===== src/rtl/ressource_grid_pkg.sv =====
// Shared definitions for the resource-grid publisher/subscriber pair:
// frame numbering limits, field widths, tuser packing and FSM states.
package ressource_grid_pkg;

    localparam int SFN_WIDTH             = 10;
    localparam int SUBFRAME_NUMBER_WIDTH = 5;
    localparam int SYMBOL_NUMBER_WIDTH   = 4;
    localparam int USER_WIDTH            = SFN_WIDTH + SUBFRAME_NUMBER_WIDTH + SYMBOL_NUMBER_WIDTH + 1;

    localparam int SFN_MAX               = (1 << SFN_WIDTH) - 1;
    localparam int SUBFRAMES_PER_FRAME   = 20;
    localparam int SYM_PER_SF            = 14;

    // tuser layout, MSB first: {sfn, subframe, symbol, zero_flag}
    typedef struct packed {
        logic [SFN_WIDTH-1:0]             sfn;
        logic [SUBFRAME_NUMBER_WIDTH-1:0] subframe;
        logic [SYMBOL_NUMBER_WIDTH-1:0]   symbol;
        logic                             zero_flag;
    } tuser_t;

    typedef enum logic [1:0] {
        ST_WAIT   = 2'd0,
        ST_STREAM = 2'd1,
        ST_ZERO   = 2'd2
    } state_t;

endpackage


===== src/rtl/ressource_grid_publisher_frame_counter.sv =====
// Symbol/subframe/sfn cascade. Advances once per completed segment and
// exposes a copy latched at segment start so tuser stays constant.
module frame_counter
    import ressource_grid_pkg::*;
(
    input  logic                             clk,
    input  logic                             rst_n,
    input  logic                             advance,
    input  logic                             latch,
    output logic [SFN_WIDTH-1:0]             sfn,
    output logic [SUBFRAME_NUMBER_WIDTH-1:0] subframe,
    output logic [SYMBOL_NUMBER_WIDTH-1:0]   symbol
);

    localparam logic [SYMBOL_NUMBER_WIDTH-1:0]   SYM_LAST = SYMBOL_NUMBER_WIDTH'(SYM_PER_SF - 1);
    localparam logic [SUBFRAME_NUMBER_WIDTH-1:0] SF_LAST  = SUBFRAME_NUMBER_WIDTH'(SUBFRAMES_PER_FRAME - 1);
    localparam logic [SFN_WIDTH-1:0]             SFN_LAST = SFN_WIDTH'(SFN_MAX);

    logic [SFN_WIDTH-1:0]             sfn_q;
    logic [SUBFRAME_NUMBER_WIDTH-1:0] subframe_q;
    logic [SYMBOL_NUMBER_WIDTH-1:0]   symbol_q;

    // Running counters: symbol carries into subframe, subframe into sfn
    always_ff @(posedge clk or negedge rst_n) begin
        if (!rst_n) begin
            sfn_q      <= '0;
            subframe_q <= '0;
            symbol_q   <= '0;
        end else if (advance) begin
            if (symbol_q == SYM_LAST) begin
                symbol_q <= '0;
                if (subframe_q == SF_LAST) begin
                    subframe_q <= '0;
                    sfn_q      <= (sfn_q == SFN_LAST) ? '0 : sfn_q + SFN_WIDTH'(1);
                end else begin
                    subframe_q <= subframe_q + SUBFRAME_NUMBER_WIDTH'(1);
                end
            end else begin
                symbol_q <= symbol_q + SYMBOL_NUMBER_WIDTH'(1);
            end
        end
    end

    // Snapshot of the running counters taken when a segment starts
    always_ff @(posedge clk or negedge rst_n) begin
        if (!rst_n) begin
            sfn      <= '0;
            subframe <= '0;
            symbol   <= '0;
        end else if (latch) begin
            sfn      <= sfn_q;
            subframe <= subframe_q;
            symbol   <= symbol_q;
        end
    end

endmodule


===== src/rtl/ressource_grid_publisher.sv =====
// Replays resource-grid samples from the ring-reader FIFO as symbol-framed
// IQ segments, released on the symbol strobe. Substitutes an all-zero
// segment when the FIFO is empty at strobe time so symbol timing holds.
module ressource_grid_publisher
    import ressource_grid_pkg::*;
#(
    parameter int NUM_SEGMENTS = 10,
    parameter int SEGMENT_SIZE = 240,
    parameter int IQ_WIDTH     = 16
) (
    input  logic                            clk_i,
    input  logic                            reset_ni,
    input  logic                            enable_i,
    input  logic                            sym_strobe_i,
    input  logic [IQ_WIDTH-1:0]             s_axis_fifo_tdata,
    input  logic                            s_axis_fifo_tvalid,
    output logic                            s_axis_fifo_tready,
    output logic [IQ_WIDTH-1:0]             m_axis_iq_tdata,
    output logic                            m_axis_iq_tvalid,
    input  logic                            m_axis_iq_tready,
    output logic [USER_WIDTH-1:0]           m_axis_iq_tuser,
    output logic                            m_axis_iq_tlast,
    output logic [$clog2(NUM_SEGMENTS)-1:0] last_segment_o,
    output logic                            underflow_o,
    output logic                            overrun_o,
    output logic                            int_o
);

    localparam int CNT_W = $clog2(SEGMENT_SIZE + 1);
    localparam int IDX_W = $clog2(NUM_SEGMENTS);
    localparam logic [CNT_W-1:0] LAST_CNT = CNT_W'(SEGMENT_SIZE - 1);
    localparam logic [CNT_W-1:0] FULL_CNT = CNT_W'(SEGMENT_SIZE);
    localparam logic [IDX_W-1:0] LAST_IDX = IDX_W'(NUM_SEGMENTS - 1);

    state_t             state_q, state_d;
    logic [CNT_W-1:0]   in_cnt_q;
    logic [CNT_W-1:0]   out_cnt_q;
    logic [IDX_W-1:0]   ring_idx_q;
    logic               zero_flag_q;

    logic               out_free, out_hs, seg_done;
    logic               start, load, underflow_d, overrun_d;

    logic [SFN_WIDTH-1:0]             fc_sfn;
    logic [SUBFRAME_NUMBER_WIDTH-1:0] fc_subframe;
    logic [SYMBOL_NUMBER_WIDTH-1:0]   fc_symbol;
    tuser_t                           tuser;

    assign out_free = !m_axis_iq_tvalid || m_axis_iq_tready;
    assign out_hs   = m_axis_iq_tvalid && m_axis_iq_tready;
    assign seg_done = out_hs && m_axis_iq_tlast;

    assign m_axis_iq_tlast = m_axis_iq_tvalid && (out_cnt_q == LAST_CNT);

    assign tuser = '{sfn: fc_sfn, subframe: fc_subframe, symbol: fc_symbol, zero_flag: zero_flag_q};
    assign m_axis_iq_tuser = tuser;

    frame_counter u_frame_counter (
        .clk      (clk_i),
        .rst_n    (reset_ni),
        .advance  (seg_done),
        .latch    (start),
        .sfn      (fc_sfn),
        .subframe (fc_subframe),
        .symbol   (fc_symbol)
    );

    // State register
    always_ff @(posedge clk_i or negedge reset_ni) begin
        if (!reset_ni) begin
            state_q <= ST_WAIT;
        end else begin
            state_q <= state_d;
        end
    end

    // Next state, FIFO pull and output-register load decisions.
    // in_cnt stops the pull after a full segment while the last sample
    // still waits in the output register for its handshake.
    always_comb begin
        state_d            = state_q;
        start              = 1'b0;
        load               = 1'b0;
        underflow_d        = 1'b0;
        overrun_d          = 1'b0;
        s_axis_fifo_tready = 1'b0;
        case (state_q)
            ST_WAIT: begin
                if (sym_strobe_i && enable_i) begin
                    start = 1'b1;
                    if (s_axis_fifo_tvalid) begin
                        state_d = ST_STREAM;
                    end else begin
                        state_d     = ST_ZERO;
                        underflow_d = 1'b1;
                    end
                end
            end
            ST_STREAM: begin
                overrun_d          = sym_strobe_i && enable_i;
                s_axis_fifo_tready = out_free && (in_cnt_q != FULL_CNT);
                load               = s_axis_fifo_tready && s_axis_fifo_tvalid;
                if (seg_done) begin
                    state_d = ST_WAIT;
                end
            end
            ST_ZERO: begin
                overrun_d = sym_strobe_i && enable_i;
                load      = out_free && (in_cnt_q != FULL_CNT);
                if (seg_done) begin
                    state_d = ST_WAIT;
                end
            end
            default: state_d = ST_WAIT;
        endcase
    end

    // Output register, sample counters, ring index and status pulses
    always_ff @(posedge clk_i or negedge reset_ni) begin
        if (!reset_ni) begin
            m_axis_iq_tdata  <= '0;
            m_axis_iq_tvalid <= 1'b0;
            in_cnt_q         <= '0;
            out_cnt_q        <= '0;
            ring_idx_q       <= '0;
            zero_flag_q      <= 1'b0;
            last_segment_o   <= LAST_IDX;
            underflow_o      <= 1'b0;
            overrun_o        <= 1'b0;
            int_o            <= 1'b0;
        end else begin
            underflow_o <= underflow_d;
            overrun_o   <= overrun_d;
            int_o       <= 1'b0;

            if (start) begin
                zero_flag_q <= !s_axis_fifo_tvalid;
            end

            if (load) begin
                m_axis_iq_tdata  <= (state_q == ST_STREAM) ? s_axis_fifo_tdata : '0;
                m_axis_iq_tvalid <= 1'b1;
                in_cnt_q         <= in_cnt_q + CNT_W'(1);
            end else if (out_hs) begin
                m_axis_iq_tvalid <= 1'b0;
            end

            if (out_hs) begin
                out_cnt_q <= seg_done ? '0 : out_cnt_q + CNT_W'(1);
            end

            if (seg_done) begin
                in_cnt_q <= '0;
                if (state_q == ST_STREAM) begin
                    last_segment_o <= ring_idx_q;
                    ring_idx_q     <= (ring_idx_q == LAST_IDX) ? '0 : ring_idx_q + IDX_W'(1);
                    int_o          <= 1'b1;
                end
            end
        end
    end

endmodule


===== config.mk =====
export PLATFORM = sky130hd
export DESIGN_NAME = ressource_grid_publisher
export DESIGN_NICKNAME = d
export VERILOG_FILES = /design/src/rtl/ressource_grid_pkg.sv /design/src/rtl/ressource_grid_publisher_frame_counter.sv /design/src/rtl/ressource_grid_publisher.sv
export SDC_FILE = /design/constraint.sdc
export NUM_CORES = 1
export LEC_CHECK = 0
export ABC_AREA = 1
export CELL_PAD_IN_SITES_DETAIL_PLACEMENT = 1
export CELL_PAD_IN_SITES_GLOBAL_PLACEMENT = 1
export CORE_ASPECT_RATIO = 2
export CORE_MARGIN = 3
export CORE_UTILIZATION = 43
export DETAILED_ROUTE_END_ITERATION = 12
export PLACE_DENSITY_LB_ADDON = 0.1
export SETUP_SLACK_MARGIN = 0.3
export SLEW_MARGIN = 20
export SYNTH_ARGS = -nofsm -noshare
export SYNTH_HDL_FRONTEND = slang
export SYNTH_SLANG_ARGS = --single-unit

===== constraint.sdc =====
create_clock -name clk_i -period 4.2 [get_ports clk_i]
set_input_delay 0.84 -clock clk_i [delete_from_list [all_inputs] [get_ports clk_i]]
set_output_delay 0.84 -clock clk_i [all_outputs]
set_load 0.005 [all_outputs]

==> flow_summary.yaml, run 1 <==
sta:
  clock_skew_ns: 0.00626
  drv_slew: 0
  max_slew.worst_pin.slew_ns: 1.02
  finalHoldViolCount: 0
  setup_violations: 0
  finalCriticalPeriod_ns: 3.04
  rsz0062_at_grt: "false"
  tns_ns: 0
  slew_headroom_pct: 32.2
  fmax_mhz: 329
  fin_crit_sh_pct: 72.4
drt:
  dr.pass1.iters: 4
  drt-wirelength-per-cell_microns: 16.7
  highest_layer: "met4"
  drtIter0Drc: 136
  vias_per_cell: 5.28
  wl_met3_microns: 209
  finalWirelength_microns: 10900
  vias: 3458
  met1_length_microns: 3910
  drc: 0
  wl_met2_microns: 6550
  antenna_left: 0
cts:
  cts_root_buffer: "clkbuf_16"
  clk_pin_slew_ns: 0.06
  cts_tree: "built"
  insertion_delay_ns: 0.34
  cts_buffers: 9
  cts_hold_buf: 0
  cts_buffer_depth: 2
  post_cts_resized: 0
  cts_max_level: 3
  cts_sinks: 85
  post_cts_buffers: 0
min_path:
  hold_path.class: "reg2reg"
  holdPathStages: 2
cells_and_area:
  num-nets-final: 578
  final_area_sq_um: 5130
  multi_input_area_sq_um: 1650
  layout_commonest_cell: "nand2_1"
  fill_cells: 1082
  area_delta_synth_final_pct: 26.7
  seq_area_sq_um: 2130
  drive_gt1_share_pct: 6.69
  diodes: 0
  final-instance-count-excl-fill: 655
  final_cell_mix: "nand2_1, dfrtp_1, clkdlybuf4s50_1, nand3_1, inv_1"
place:
  numPortBuffers: 67
  dpl.hpwl_microns: 7740
  place_area_sq_um: 4770
  place.gp.congestion: 0.829
  dpl.cell_count: 639
floorplan:
  design.die.area_sq_um: 10700
  fp.coreArea_sq_um: 9070
  ios: 68
  dieWidth_microns: 74.6
  rows: 49
  start_util_pct: 44.6
  fp.dieH_microns: 143
run_status:
  status: "finished clean"
setup_path:
  critPathSlowestCell: "clkdlybuf4s50_1"
  cp.depth: 6
  crit_path_end_kind: "output port"
  crit_type: "in2out"
  critical_path_arrival_ns: 2.20
  crit_buf_inv: 3
  crit_chain: "clkdlybuf4s50_1, inv_1, nand2_1, nand2_1, nor2_1, clkdlybuf4s50_1"
  cp_slowest_stage_delay_ns: 0.54
  critPathTopFamily: "buffers and inverters"
  crit_required_ns: 3.36
  startpoint_type: "primary input"
  cp_max_fo: 3
  rr_worst_depth: 9
synthesis:
  ys_seq_elements: 85
  syn_area_sq_um: 4050
  synth_cells: 482
  synth_area_leaders: "dfrtp_1, nand2_1, nand3_1, inv_1, o21ai_0"
  synth_nets: 512
  yosys_warnings: 0
  yosys.area.top_type_share_pct: 51.3
  avgSynthCellArea_sq_um: 8.40
  seq_area_frac_synth_pct: 52.6
  synth.largest_area_cell: "dfrtp_1"
  synth.distinct_cells: 30
run:
  max_cap_viol_count: 0
global_routing:
  overflow: 0
  grt.total_usage_pct: 22.8
  grt_max_degree: 65
  grt_pass1_vias: 3872
  grt_first_pass_wirelength_microns: 18400
  antenna_found_initial: 0
power_and_ir_drop:
  power.density_nw_per_um2: 511
  share_seq_of_total_power_pct: 40.0
  p_sw_share_pct: 28.7
  p_leak_uw: 0.00255
  p_clk_share_pct: 36.8
  p_sw_uw: 752
  power_uw: 2620
  internal_power_uw: 1870
  p_comb_share_pct: 23.2
  ir_drop_mv: 0.260
-- final timing paths --
kind,end,slack [ns],start
worst max register to register,m_axis_iq_tdata[12],1.77,state_q[1]
worst max-delay path,s_axis_fifo_tready,1.16,m_axis_iq_tready
max in group asynchronous,u_frame_counter.symbol_q[2],2.80,reset_ni
worst min register to register,last_segment_o[0],0.47,last_segment_o[0]
worst min-delay path,last_segment_o[0],0.47,last_segment_o[0]
min in group asynchronous,m_axis_iq_tdata[14],0.59,reset_ni
-- registers in the layout, summed over array words and instances, names as in the netlist --
signal,count
zero_flag_q,1
u_frame_counter.symbol_q,4
u_frame_counter.subframe,5
in_cnt_q,8
last_segment_o,4
int_o,1
u_frame_counter.sfn,10
underflow_o,1
state_q,2
u_frame_counter.symbol,4
overrun_o,1
out_cnt_q,8
u_frame_counter.subframe_q,5
u_frame_counter.sfn_q,10
m_axis_iq_tdata,16
ring_idx_q,4
m_axis_iq_tvalid,1
-- synthesized netlist by cell type --
master and number:
ha_1 8, nor2_8 1, clkbuf_1 3, inv_1 43, nand3_1 61, buf_6 4
nand3b_1 4, nand3_2 1, nor4_1 1, o21ai_2 4, o22ai_2 1, buf_4 2
buf_2 6, nor2_4 1, or2_2 1, xnor2_1 4, nand2_1 165, o21a_1 1
nand3_4 1, nand4_1 5, nor3_1 5, o21ai_0 31, xor2_1 10, dfstp_2 2
inv_2 2, dfrtp_1 83, o21ai_1 3, nor2_1 24, a21oi_1 1, nor2_2 4
-- through the flow --
step | hold slack, ns | setup WS [ns] | util, %
after floorplan | 0.453 | 2.24 | -
after global placement | 0.453 | 1.14 | 52.5
after detailed placement | 0.464 | 1.14 | 52.5
after CTS | 0.474 | 1.14 | 56.6
after global routing | 0.499 | 1.07 | 56.6
final | 0.471 | 1.16 | 56.6
-- logic make-up (layout without fill, tap and decap cells) --
family                     Yosys count  count (layout)  share of synthesized area, %
and+or+nand+nor                    274             274                          29.6
AOI/OAI and AO/OA                   41              41                          5.68
xor gates and xnor gates            14              14                          3.03
adders and majority gates            8               8                          2.47
DFF                                 85              85                          52.6
buffers and inverters               60             131                          6.67
-- worst register-to-register path: stages, from the launching register on --
cell and delay [ns]:
dfrtp_1 0.40, inv_1 0.09, ha_1 0.16, buf_4 0.26, nand2_1 0.09, nand2_1 0.12
nand2_1 0.08, nor2_2 0.79, nand3_1 0.23, nand2_1 0.15
-- power by group through the flow --
| stage | Combinational (uW) | Clock (uW) | Sequential [uW] |
|---|---|---|---|
| after floorplan | 301 | 0 | 1050 |
| after global placement | 587 | 0 | 1060 |
| after global routing | 687 | 1030 | 1070 |
| after detailed placement | 610 | 0 | 1060 |
| final | 607 | 966 | 1050 |
| after CTS | 623 | 989 | 1050 |
-- final cells by class --
class,instances,area share [%]
Sequential cell,85,41.5
Multi-Input combinational cell,337,32.2
Timing Repair Buffer,70,13.5
Clock buffer,10,4.46
Inverter,45,3.29
Clock inverter,6,2.66
Tap cell,102,2.49
-- layer usage --
layer,GRT usage [%],vias up
met3,4.23,16
met1,23.4,1736
met5,0,-
li1,-,1664
met4,8.63,0
met2,43.4,42
No activity file was read; power rests on OpenSTA's default activity.
==> inputs of run 2 (changes only) <==
--- a/config.mk
+++ b/config.mk
@@ -10,7 +10,7 @@
 export CELL_PAD_IN_SITES_GLOBAL_PLACEMENT = 1
 export CORE_ASPECT_RATIO = 2
 export CORE_MARGIN = 3
-export CORE_UTILIZATION = 43
+export CORE_UTILIZATION = 40
 export DETAILED_ROUTE_END_ITERATION = 12
 export PLACE_DENSITY_LB_ADDON = 0.1
 export SETUP_SLACK_MARGIN = 0.3
==> constraint.sdc (replaced) <==
create_clock -name clk_i -period 2.85 [get_ports clk_i]
set_input_delay 0.57 -clock clk_i [delete_from_list [all_inputs] [get_ports clk_i]]
set_output_delay 0.57 -clock clk_i [all_outputs]
set_load 0.005 [all_outputs]
==> flow_summary.yaml, run 2 (synthesis gave the netlist of run 1 again) <==
cells_and_area:
  num-nets-final: 584
  fill_cells: 1220
  drive_gt1_share_pct: 7.87
  area_delta_synth_final_pct: 27.0
  reg.largest.list: "m_axis_iq_tdata: 16 flops, u_frame_counter.sfn: 10 flops, u_frame_counter.sfn_q: 10 flops"
  top_register: "m_axis_iq_tdata"
  final-instance-count-excl-fill: 691
  largest_reg_flops: 16
  layout_commonest_cell: "nand2_1"
  diodes: 0
  final_cell_mix: "nand2_1, dfrtp_1, clkdlybuf4s50_1, nand3_1, inv_1"
sta:
  max_slew.worst_pin.slew_ns: 0.653
  drv_slew: 0
  setup_violations: 0
  clock_skew_ns: 0.00770
  rsz0062_at_grt: "false"
  finalHoldViolCount: 0
  tns_ns: 0
  fin_crit_sh_pct: 85.9
  fmax_mhz: 409
  slew_headroom_pct: 56.4
  finalCriticalPeriod_ns: 2.45
floorplan:
  fp.coreArea_sq_um: 9830
  design.die.area_sq_um: 11400
  ios: 68
  fp.dieH_microns: 148
  start_util_pct: 41.2
  dieWidth_microns: 77.2
  rows: 51
power_and_ir_drop:
  ir_drop_mv: 0.447
  p_leak_uw: 0.00254
  power.density_nw_per_um2: 692
  power_uw: 3560
global_routing:
  grt.total_usage_pct: 20.4
  grt_pass1_vias: 3758
  antenna_found_initial: 0
  grt_first_pass_wirelength_microns: 18300
  grt_max_degree: 50
  overflow: 0
drt:
  dr.pass1.iters: 4
  vias_per_cell: 5.02
  drc: 0
  drt-wirelength-per-cell_microns: 15.8
  finalWirelength_microns: 10900
  vias: 3471
  antenna_left: 0
  drtIter0Drc: 145
place:
  numPortBuffers: 67
  dpl.cell_count: 675
  dpl.hpwl_microns: 8220
  place.gp.congestion: 0.790
setup_path:
  critPathSlowestCell: "clkdlybuf4s50_1"
  critical_path_arrival_ns: 1.88
  crit_required_ns: 2.28
  crit_chain: "ha_1, nand2_1, nor4_2, clkdlybuf4s50_1"
  cp_slowest_stage_delay_ns: 0.54
  crit_path_end_kind: "output port"
  crit_type: "reg2out"
  cp_max_fo: 4
  critPathTopFamily: "buffers and inverters"
  crit_buf_inv: 1
  startpoint_type: "register"
cts:
  cts_tree: "built"
  cts_root_buffer: "clkbuf_16"
  cts_hold_buf: 0
  cts_sinks: 85
  cts_max_level: 3
  insertion_delay_ns: 0.34
  cts_buffers: 9
  clk_pin_slew_ns: 0.06
  cts_buffer_depth: 2
run:
  max_cap_viol_count: 0
run_status:
  status: "finished clean"
min_path:
  hold_path.class: "in2async"
run 2: cell types whose count changed in the layout (fill, tap and decap cells not counted):
cell	delta
bufinv_16	-4
clkinvlp_4	+1
clkinv_2	+1
nor4_1	-1
dlygate4sd2_1	+1
buf_4	+5
clkinv_1	-1
nor4_2	+1
inv_1	+1
clkdlybuf4s50_1	-1
inv_6	+2
buf_12	+1
run 2: area by class of cell:
class	count	area [sq um]	area share (%)
Sequential cell	85	2130	41.4
Tap cell	132	165	3.21
Timing Repair Buffer	76	747	14.5
Inverter	45	169	3.28
Clock buffer	10	229	4.45
Multi-Input combinational cell	337	1660	32.2
Clock inverter	6	46.3	0.900
run 2: repair_timing:
action	CTS	global route
endpoints found under the setup margin	1	1
buffers inserted	0	0
pin swaps	0	0
resized for setup	1	1
run 2: where the power goes:
| part | switching (uW) | internal [uW] |
|---|---|---|
| Clock | 501 | 597 |
| Sequential | 148 | 1400 |
| Combinational | 486 | 430 |
run 2: path summary, 6_finish.rpt:
| kind | slack (ns) | end | startpoint | depth (start not counted) |
|---|---|---|---|---|
| min in group clk_i | 0.47 | last_segment_o[0] | last_segment_o[0] | 2 |
| hold / removal | 0.25 | m_axis_iq_tdata[14] | reset_ni | 1 |
| setup reg to reg | 0.85 | u_frame_counter.sfn_q[2] | out_cnt_q[0] | 8 |
| hold reg to reg | 0.47 | last_segment_o[0] | last_segment_o[0] | 2 |
| setup / recovery | 0.40 | m_axis_iq_tlast | out_cnt_q[0] | 4 |
| max in group asynchronous | 1.88 | last_segment_o[3] | reset_ni | 2 |
run 2: worst register-to-register path, delay by kind of cell (launching register included):
family / cells / cell delay [ns]
compound gates: 1 / 0.07
fa+ha+maj: 1 / 0.24
buf+inv: 1 / 0.19
flops: 1 / 0.37
simple gates: 5 / 1.02
run 2: metal layers:
metal | share of wire (%) | up-vias | track usage [%]
li1 | - | 1677 | -
met5 | 0 | - | 0
met3 | 2.2 | 21 | 3.94
met2 | 58 | 55 | 38.6
met1 | 36 | 1718 | 21.7
met4 | 2.9 | 0 | 7.93
run 2: through the flow:
stage / hold WS [ns] / instance area [sq um] / setup WS (ns) / util [%]
after floorplan: 0.274 / 4050 / 1.34 / -
after global placement: 0.452 / 4860 / 0.329 / 49.5
after detailed placement: 0.462 / 4860 / 0.308 / 49.5
after CTS: 0.276 / 5140 / 0.367 / 52.3
after global routing: 0.292 / 5140 / 0.300 / 52.3
final: 0.253 / 5140 / 0.402 / 52.3
